[config.mk]
export PLATFORM = sky130hd
export DESIGN_NAME = mem_arbiter
export DESIGN_NICKNAME = d
export VERILOG_FILES = /design/src/rtl/mem_arbiter.sv
export SDC_FILE = /design/constraint.sdc
export NUM_CORES = 1
export LEC_CHECK = 0
export BUFFER_PORTS_ARGS = -buffer_cell sky130_fd_sc_hd__buf_4
export CAP_MARGIN = 20
export CORE_MARGIN = 1.5
export CORE_UTILIZATION = 25
export DETAILED_ROUTE_END_ITERATION = 10
export PLACE_DENSITY_LB_ADDON = 0.15
export SYNTH_ARGS = -nofsm -noshare
export SYNTH_HDL_FRONTEND = slang
export SYNTH_SLANG_ARGS = --single-unit
export TNS_END_PERCENT = 20
[constraint.sdc]
create_clock -name clk -period 3 [get_ports clk]
set_input_delay 0.45 -clock clk [delete_from_list [all_inputs] [get_ports clk]]
set_output_delay 0.45 -clock clk [all_outputs]
set_load 0.01 [all_outputs]
[src/rtl/mem_arbiter.sv]
// Round-robin arbiter for the unified single-ported memory shared by the
// control/datapath (port 0) and the vector streaming engine (port 1).
module mem_arbiter #(
  parameter int unsigned ADDR_W   = 16,
  parameter int unsigned DATA_W   = 16,
  parameter int unsigned MAX_LOCK = 8
) (
  input  logic              clk,
  input  logic              reset,
  input  logic              req0,
  input  logic              req1,
  input  logic              we0,
  input  logic              we1,
  input  logic [ADDR_W-1:0] addr0,
  input  logic [ADDR_W-1:0] addr1,
  input  logic [DATA_W-1:0] wdata0,
  input  logic [DATA_W-1:0] wdata1,
  input  logic              lock0,
  input  logic              lock1,
  output logic              gnt0,
  output logic              gnt1,
  output logic              rvalid0,
  output logic              rvalid1,
  output logic [DATA_W-1:0] rdata0,
  output logic [DATA_W-1:0] rdata1,
  output logic              mem_en,
  output logic              mem_we,
  output logic [ADDR_W-1:0] mem_addr,
  output logic [DATA_W-1:0] mem_wdata,
  input  logic [DATA_W-1:0] mem_rdata
);

  localparam int unsigned LCNT_W = $clog2(MAX_LOCK + 1);

  typedef enum logic [1:0] {IDLE = 2'd0, LOCK0 = 2'd1, LOCK1 = 2'd2} state_t;

  state_t            st, stNext;
  logic              last, lastNext;
  logic [LCNT_W-1:0] lcnt, lcntNext;
  logic [1:0]        rtag, rtagNext;

  // State and bookkeeping registers; async reset drops any in-flight read tag.
  always_ff @(posedge clk or posedge reset) begin
    if (reset) begin
      st   <= IDLE;
      last <= 1'b1;
      lcnt <= '0;
      rtag <= '0;
    end else begin
      st   <= stNext;
      last <= lastNext;
      lcnt <= lcntNext;
      rtag <= rtagNext;
    end
  end

  // Next state: lock entry/exit, hold-limit counting and round-robin history.
  always_comb begin
    stNext   = st;
    lastNext = last;
    lcntNext = lcnt;
    rtagNext = '0;
    if (gnt0) begin
      lastNext    = 1'b0;
      rtagNext[0] = ~we0;
      if (st == LOCK0) begin
        if (req1 && (lcnt == LCNT_W'(MAX_LOCK - 1))) begin
          stNext   = IDLE;
          lcntNext = '0;
        end else if (!lock0) begin
          stNext   = IDLE;
          lcntNext = '0;
        end else if (req1) begin
          lcntNext = lcnt + LCNT_W'(1);
        end
      end else begin
        stNext   = lock0 ? LOCK0 : IDLE;
        lcntNext = '0;
      end
    end else if (gnt1) begin
      lastNext    = 1'b1;
      rtagNext[1] = ~we1;
      if (st == LOCK1) begin
        if (req0 && (lcnt == LCNT_W'(MAX_LOCK - 1))) begin
          stNext   = IDLE;
          lcntNext = '0;
        end else if (!lock1) begin
          stNext   = IDLE;
          lcntNext = '0;
        end else if (req0) begin
          lcntNext = lcnt + LCNT_W'(1);
        end
      end else begin
        stNext   = lock1 ? LOCK1 : IDLE;
        lcntNext = '0;
      end
    end else if (st != IDLE) begin
      stNext   = IDLE;
      lcntNext = '0;
    end
  end

  // Grant selection and memory command mux; held quiet while reset is high.
  always_comb begin
    gnt0      = 1'b0;
    gnt1      = 1'b0;
    mem_we    = 1'b0;
    mem_addr  = '0;
    mem_wdata = '0;
    if (!reset) begin
      case (st)
        LOCK0: begin
          if (req0) gnt0 = 1'b1;
          else      gnt1 = req1;
        end
        LOCK1: begin
          if (req1) gnt1 = 1'b1;
          else      gnt0 = req0;
        end
        default: begin
          if (req0 && req1) begin
            gnt0 = last;
            gnt1 = ~last;
          end else begin
            gnt0 = req0;
            gnt1 = req1;
          end
        end
      endcase
    end
    mem_en = gnt0 | gnt1;
    if (gnt0) begin
      mem_we    = we0;
      mem_addr  = addr0;
      mem_wdata = wdata0;
    end else if (gnt1) begin
      mem_we    = we1;
      mem_addr  = addr1;
      mem_wdata = wdata1;
    end
  end

  assign rvalid0 = rtag[0];
  assign rvalid1 = rtag[1];
  assign rdata0  = mem_rdata;
  assign rdata1  = mem_rdata;

endmodule

; After elaboration in Yosys (flattened, before gate mapping)
; Index checks and enable logic that the tools add are counted.
[classes]
n_addsub = 1
eq_ne = 7
mux = 43
bitwise = 4
n_reduce_logical = 8
[op_table]
columns = cell, n
row1 = 16-bit 2-to-1 mux, 4
row2 = 4-bit 2-to-1 mux, 11
row3 = 2-bit 2-to-1 mux, 10
row4 = 1-bit 2-to-1 mux, 16
row5 = "5-bit by 4-bit != test with 1-bit output, second input constant", 2
row6 = "6-bit by 5-bit != test with 1-bit output, second input constant", 1
row7 = 3-bit AND reduction, 2
row8 = "4-bit by 1-bit adder with 4-bit output, second input constant", 1
row9 = "4-bit by 3-bit equality test with 1-bit output, second input constant", 1
row10 = "4-bit by 3-bit != test with 1-bit output, second input constant", 1
row11 = 1-bit one-hot mux with 2 select lines, 2
row12 = 2-bit nonzero test, 2
row13 = 1-bit logical AND, 3
row14 = 1-bit inverter, 3
row15 = 3-bit nonzero test, 1
row16 = "2-bit by 1-bit equality test with 1-bit output, second input constant", 1
row17 = "2-bit equality test, second input constant", 1
row18 = 1-bit bitwise OR, 1
[totals]
register_bits = 9
inputBits = 88
output_inout_bits = 70
word_cells = 67

; Logic depth before layout (Yosys ltp)
; Gate-level depths: netlist of run 1.
[depth]
ltp_word = 7
ltp_mapped = 9
depth_no_buf = 8

; Worst setup path before layout of run 1
; No wires, ideal clock.
[synth_path]
path_kind = register -> output
start = reg st[0]
end = out mem_addr[0]
arrival_time_ns = 1.859
t_required_ns = 2.550
path_slack_ns = 0.691
stages_incl_launch_ff = 9
n_path_buf = 1
path_cell_list = dfrtp_1 inv_1 ha_1 nand2b_1 o221ai_2 nand2b_2 inv_2 buf_2 a22o_1
[synth_between]
elab_cells_between_ends = 8
cone_classes = eq/ne: 2 / mux: 6
[synth_lines]
columns = element, line_no
row1 = start: declaration, 37  ; state_t st, stNext;
row2 = start signal: assignment, 50  ; st <= stNext;
row3 = 2-bit equality test / 2-bit by 1-bit equality test with 1-bit output (equally long branches), 111  ; case (st)
row4 = 1-bit one-hot mux with 2 select lines *, 111
row5 = 1-bit 2-to-1 mux *, 110  ; if (!reset) begin
row6 = named net gnt0, 20  ; output logic gnt0,
row7 = 16-bit 2-to-1 mux *, 132  ; if (gnt0) begin
row8 = end: declaration, 28  ; output logic [ADDR_W-1:0] mem_addr,
; The timed path passes the listed nets; every way through them passes the cells marked *.

; Worst setup path after layout of run 1
[layout_path]
start = reg st[0]
end = out mem_addr[2]
[layout_between]
elab_chain_len = 5
elab_cells_between_ends = 8
cone_classes = eq/ne: 2 / mux: 6
[layout_lines]
columns = element, line_no
row1 = 2-bit equality test / 2-bit by 1-bit equality test with 1-bit output (equally long branches), 111
row2 = 1-bit one-hot mux with 2 select lines, 111
row3 = 1-bit 2-to-1 mux, 110
row4 = 16-bit 2-to-1 mux, 136  ; end else if (gnt1) begin
row5 = 16-bit 2-to-1 mux *, 132
; Mark *: on every way between the ends. The rest lies on a longest branch, timed or not.

==> run metrics, run 1 <==
RSZ-0062 raised after global routing=false; # Max-Cap Violations=0; Seq cells post-synth=9; TritonCTS buffer count=3; Placed Instances=265; synth cell count leaders=34 x a22o_1, 32 x buf_4, 8 x dfrtp_1, 7 x buf_2; leak pwr=~0.001 µW; Synth Area in Simple Gates=0.147; DRC viols=0; mux share of post-synthesis cell area=0.00933; layout cell share with drive strength beyond 1=0.577; vias per std cell=4.83; Mapped Cells=139; Final Instance Area=about 1900 µm²; syn_nets=232; Slew Viols, Final=0; Non-Filler Instances=about 270; P&R area growth vs syn=56.0%; root buf cell=clkbuf_8; Final Critical Period=roughly 2.8 ns; VDD IR-drop max=roughly 0.16 mV; dpl ws=between 0.3 and 0.4 ns; Synth area leader=a22o_1; Data arrival, critical path=between 2 and 2.5 ns; Port Buf Inserts=~110; DR iter-0 viols=66; Post-DRT Antenna Nets=0; startpoint types=flop; outcome=complete, no violations; Post-DP HPWL=3210 µm; Synth area leaders=a22o_1 25%, buf_4 20%, dfrtp_1 17%, ha_1 5.2%, nor2b_1 3.1%; sequential share of the synthesized area=0.188; Cell variety after synth=31; post-synthesis compound-gate area fraction=0.354; vias in the first global route=about 1200; Total Routing Usage GR=0.139; Final Hold Viols=0; Die ar.=5260 µm²; utilization after layout=0.401; setup ws final=~0.23 ns; largest net degree at the start of global routing=37; total congestion overflow=0; Setup-failing EPs final=0; Initial Utilization=0.257; gpl congestion=around 0.78; total clock sinks=9; via count of the routed design=about 1300; core area=approximately 4700 µm²; Die Y=around 72 µm; row count=25; Routed WL=slightly below 4000 µm; adder-cell share of the synthesized area=0.0518; Die Wd=between 70 and 80 µm; Slew headroom=0.737; clk_skew=0.00449 ns; critical path class=reg -> out; Worst Max-Slew Pin Slew=0.392 ns; Max Buffers Root-to-Sink=2; Synth Warn #=0; worst hold path class=in -> async; XOR/XNOR Fraction of Synth Area=0; initial antenna violation count=0; clk_lat worst skew=between 0.2 and 0.25 ns; period utilisation layout=0.923; largest family of logic cells by synthesized area=compound AO/OA/AOI/OAI gates; ys flop type=dfrtp_1; DR WL/cell=between 10 and 15 µm; n_diodes=0; setup_tns=0 ns; Worst setup EP type=output pin; H-tree levels=1; clk slew on worst S/H paths=~0.050 ns; top cell type's share of synthesized area=0.247; first-pass GRT wire length=a little under 6000 µm; Placed Area=1840 µm²; maximum clock rate=approximately 0.36 GHz; nets=309; Critical Path RT=between 2 and 3 ns; hold buffer count at cts=0; most common cell in the synthesized netlist=a22o_1; synthesized area=between 1000 and 1500 µm²; Pwr Density=between 400 and 500 nW/µm²; Post-synth EDFFs=0; 1st-pass router iterations=4; asr flop ratio synth=1.00; syn_area_per_cell=between 8 and 9 µm²; I/O pins=approximately 160; crit-path max FO=35; CTS tree=done
## sequential cells by signal, summed over array words and instances (netlist names)
| register | flops |
|---|---|
| st | 2 |
| last | 1 |
| rtag | 2 |
| lcnt | 4 |
## metrics by stage
| stage | hold WS (ns) | power, µW |
|---|---|---|
| final | 0.256 | 912 |
| after global routing | 0.280 | 979 |
| after CTS | 0.260 | 922 |
| after detailed placement | 0.507 | 776 |
| after global placement | 0.508 | 785 |
| after floorplan | 0.293 | 548 |
## final timing paths
path                               from     endpoint  slack [ns]  cells past startpoint
worst max-delay path              st[0]  mem_addr[2]        0.23                      9
worst min-delay path              reset      lcnt[2]        0.26                      3
worst max register to register    st[0]      lcnt[0]        0.90                      8
worst min register to register  lcnt[1]      lcnt[1]        0.52                      2
max in group asynchronous         reset         last        2.52                      3
min in group clk                    we1      rtag[1]        0.37                      2
## report_power, final
group / internal [µW] / switching (µW) / leakage (µW)
clock: 92.5 / 46.9 / 0.0000228
sequential: 148 / 16.7 / 0.000120
combinational: 323 / 286 / 0.000849
## placed cells by master (no fill, tap or decap), drive strengths merged, types with 2 or more instances in the layout
| cell | synthesis | final |
|---|---|---|
| inv | 7 | 7 |
| ha | 5 | 5 |
| a32o | 2 | 2 |
| clkbuf | 0 | 4 |
| dfrtp | 8 | 8 |
| nor2b | 6 | 6 |
| a21oi | 2 | 2 |
| buf | 39 | 111 |
| nand3 | 5 | 5 |
| nand2b | 5 | 5 |
| nor2 | 6 | 6 |
| nand2 | 5 | 5 |
| a22o | 34 | 34 |
## cell type report
class	count	area (µm²)
Multi-Input combinational cell	84	682
Inverter	7	28.8
Clock buffer	4	45.0
Sequential cell	9	226
Tap cell	54	67.6
Timing Repair Buffer	111	833
Fill cell	498	2810
## what timing repair did
| action | in CTS | in global routing |
|---|---|---|
| setup buffers | 0 | 0 |
| setup endpoints to repair | 0 | 33 |
| gates resized for setup | 0 | 2 |
| endpoints found under the hold margin | 0 | 0 |
## critical path: stages, from the launching register on
cell      delay [ns]
dfrtp_1         0.38
inv_1           0.08
ha_1            0.33
nand2b_1        0.18
o221ai_2        0.20
a21oi_1         0.12
nor2b_2         0.12
buf_4           0.33
a22o_1          0.22
buf_4           0.12
## layer usage
layer / routed length (µm) / global-route usage / vias to the layer above
met2: 1930 / 0.226 / 68
met1: 1580 / 0.174 / 588
met4: 48 / 0.0461 / 0
li1: - / - / 631
met3: 393 / 0.0431 / 11
met5: 0 / 0 / -
## cell families (layout without fill, tap and decap cells)
family / Yosys count / count (layout)
AOI/OAI and AO/OA: 46 / 46
adders and majority gates: 5 / 5
and+or+nand+nor: 32 / 32
buffers and inverters: 46 / 122
muxes: 1 / 1
DFF: 9 / 9
No activity file was read; power rests on OpenSTA's default activity.
==> run 2: changes to the inputs <==
--- a/config.mk
+++ b/config.mk
@@ -11,6 +11,7 @@
 export CORE_UTILIZATION = 25
 export DETAILED_ROUTE_END_ITERATION = 10
 export PLACE_DENSITY_LB_ADDON = 0.15
+export REMOVE_ABC_BUFFERS = 1
 export SYNTH_ARGS = -nofsm -noshare
 export SYNTH_HDL_FRONTEND = slang
 export SYNTH_SLANG_ARGS = --single-unit
==> run 2 against run 1 <==
Power increased by 1.2%. Critical endpoint is now mem_wdata[8]. Global-route usage is 3.5 points higher. Critical path depth down 1. Worst setup slack got worse by 0.00052 ns. Clock power is essentially flat. Clock skew fell by 0.0027 ns. Largest power group unchanged. Flip-flop and latch count unchanged. Via count increased by 4.5%. Register-to-register slack worse by 0.03 ns. Cell count grew 0.37%. Die area is the same. Highest routed layer unchanged.
==> run metrics, run 2 (synthesis gave the netlist of run 1 again) <==
layout cell share with drive strength beyond 1=0.579 (+0.00196); Worst Max-Slew Pin Slew=0.413 ns (+0.0211 ns); Slew headroom=0.723 (-0.0141); max reg flops=4 (unchanged); Final Hold Viols=0 (unchanged); Initial Utilization=0.257 (unchanged); total congestion overflow=0 (unchanged); Die Wd=72.5 µm (unchanged); Fin Hold WS=0.260 ns (+0.00350 ns); setup_tns=0 ns (unchanged); Worst setup EP type=output pin; commonest cells after routing, fill and taps aside=112 x buf_4, 34 x a22o_1, 8 x dfrtp_1, 6 x inv_1, 6 x nor2_1; critical path class=reg -> out; Data arrival, critical path=2.32 ns (about the same); Final Critical Period=2.77 ns (+0.000521 ns); # Max-Cap Violations=0 (unchanged); TritonCTS buffer count=3 (unchanged); DR WL/cell=17.6 µm (+20%); row count=25 (unchanged); period utilisation layout=0.923 (about the same); initial antenna violation count=0 (unchanged); Slew Viols, Final=0 (unchanged); vias in the first global route=1361 (+9.3%); Worst path max stage delay=0.39 ns (about the same); Top Registers=lcnt (4), rtag (2), st (2); 1st-pass router iterations=4 (unchanged); leak pwr=0.000997 µW (+0.53%); clk slew on worst S/H paths=0.05 ns (about the same); RSZ-0062 raised after global routing=false; CP max-delay cell=dfrtp_1; Die Y=72.5 µm (unchanged); Port Buf Inserts=109 (unchanged); Routed WL=4760 µm (+20%); startpoint types=flop; crit-path max FO=36 (+2.9%); Post-DRT Antenna Nets=0 (unchanged); via count of the routed design=1357 (+4.5%); Critical Path RT=2.55 ns (about the same); nets=310 (+0.32%); Pwr Density=488 nW/µm² (+0.81%); I/O pins=158 (unchanged); clk_skew=0.00178 ns (-0.00272 ns); Die ar.=5260 µm² (unchanged); first-pass GRT wire length=6920 µm (+20%); Total Routing Usage GR=0.174 (+0.0350); root buf cell=clkbuf_8; worst hold path class=in -> async; VDD IR-drop max=0.165 mV (+1.2%); DR iter-0 viols=38 (-42%); DRC viols=0 (unchanged); Setup-failing EPs final=0 (unchanged); core area=4690 µm² (unchanged); gpl congestion=0.793 (+1.6%); Post-DP HPWL=3950 µm (+23%); CP top delay family=compound AO/OA/AOI/OAI gates; Filler cells=495 (-0.60%); CP Buf/Inv Count=3 (unchanged); CTS tree=done; total clock sinks=9 (unchanged); crit-path cells=inv_1 -> ha_1 -> nand2b_1 -> o221ai_2 -> nand2b_2 -> inv_4 -> a22o_1 -> buf_4; leading cell type in the layout, fill and taps excluded=buf_4; vias per std cell=5.03 (+4.2%); Largest Register=lcnt; H-tree levels=1 (unchanged); P&R area growth vs syn=56.6%; clk_lat worst skew=0.23 ns (about the same); outcome=complete, no violations; maximum clock rate=0.361 GHz (about the same); hold buffer count at cts=0 (unchanged); largest net degree at the start of global routing=37 (unchanged); Max Buffers Root-to-Sink=2 (unchanged); n_diodes=0 (unchanged)
-- run 2: worst paths after layout --
check	from	to	slack, ns	depth (start not counted)
worst min register to register	lcnt[1]	lcnt[1]	0.52	2
worst max-delay path	st[0]	mem_wdata[8]	0.23	8
worst max register to register	st[0]	lcnt[3]	0.87	8
min in group clk	we0	rtag[0]	0.38	2
max in group asynchronous	reset	last	2.52	3
worst min-delay path	reset	rtag[0]	0.26	3
-- run 2: report_power, final --
part / switching (µW) / internal, µW / total [µW]
Combinational: 290 / 326 / 616
Sequential: 17.2 / 148 / 165
Clock: 49.6 / 92.7 / 142
-- run 2: per-layer routing --
metal | vias to the layer above | wire length [µm] | global-route usage | share of wire
li1 | 630 | - | - | -
met1 | 612 | 1970 | 0.218 | 0.41
met2 | 113 | 1950 | 0.237 | 0.41
met3 | 2 | 813 | 0.131 | 0.17
met4 | 0 | 16 | 0.0252 | 0.0034
met5 | - | 0 | 0.0606 | 0
-- run 2: timing repair --
action | 4_1_cts | 5_1_grt
buffers inserted | 0 | 0
endpoints found under the setup margin | 0 | 33
gates resized for setup | 0 | 2
-- run 2: worst register-to-register path, stage by stage (launching register included) --
cell and delay, ns:
dfrtp_1 0.39, inv_1 0.08, ha_1 0.34, nand2b_1 0.18, o221ai_2 0.20, nand2b_2 0.28
o32a_4 0.23, nor2_1 0.05, a211o_1 0.27
-- run 2: area by class of cell --
cell class | instances | area, µm² | area share
well taps | 54 | 67.6 | 0.0357
multi-input cells | 84 | 682 | 0.361
repair buffers | 112 | 841 | 0.445
clock buffers | 4 | 45.0 | 0.0238
inverters | 7 | 28.8 | 0.0152
flip-flops and latches | 9 | 226 | 0.120
-- run 2: through the flow --
stage / worst slack (ns) / util / cells / power [µW] / area, µm²
6_report: 0.230 / 0.403 / 270 / 923 / 1890
5_1_grt: 0.0936 / 0.403 / 270 / 990 / 1890
4_1_cts: 0.106 / 0.402 / 270 / 932 / 1890
3_5_place_dp: 0.375 / 0.393 / 266 / 784 / 1840
3_3_place_gp: 0.379 / 0.393 / 266 / 788 / 1840
2_1_floorplan: -0.135 / - / 100 / 490 / 932
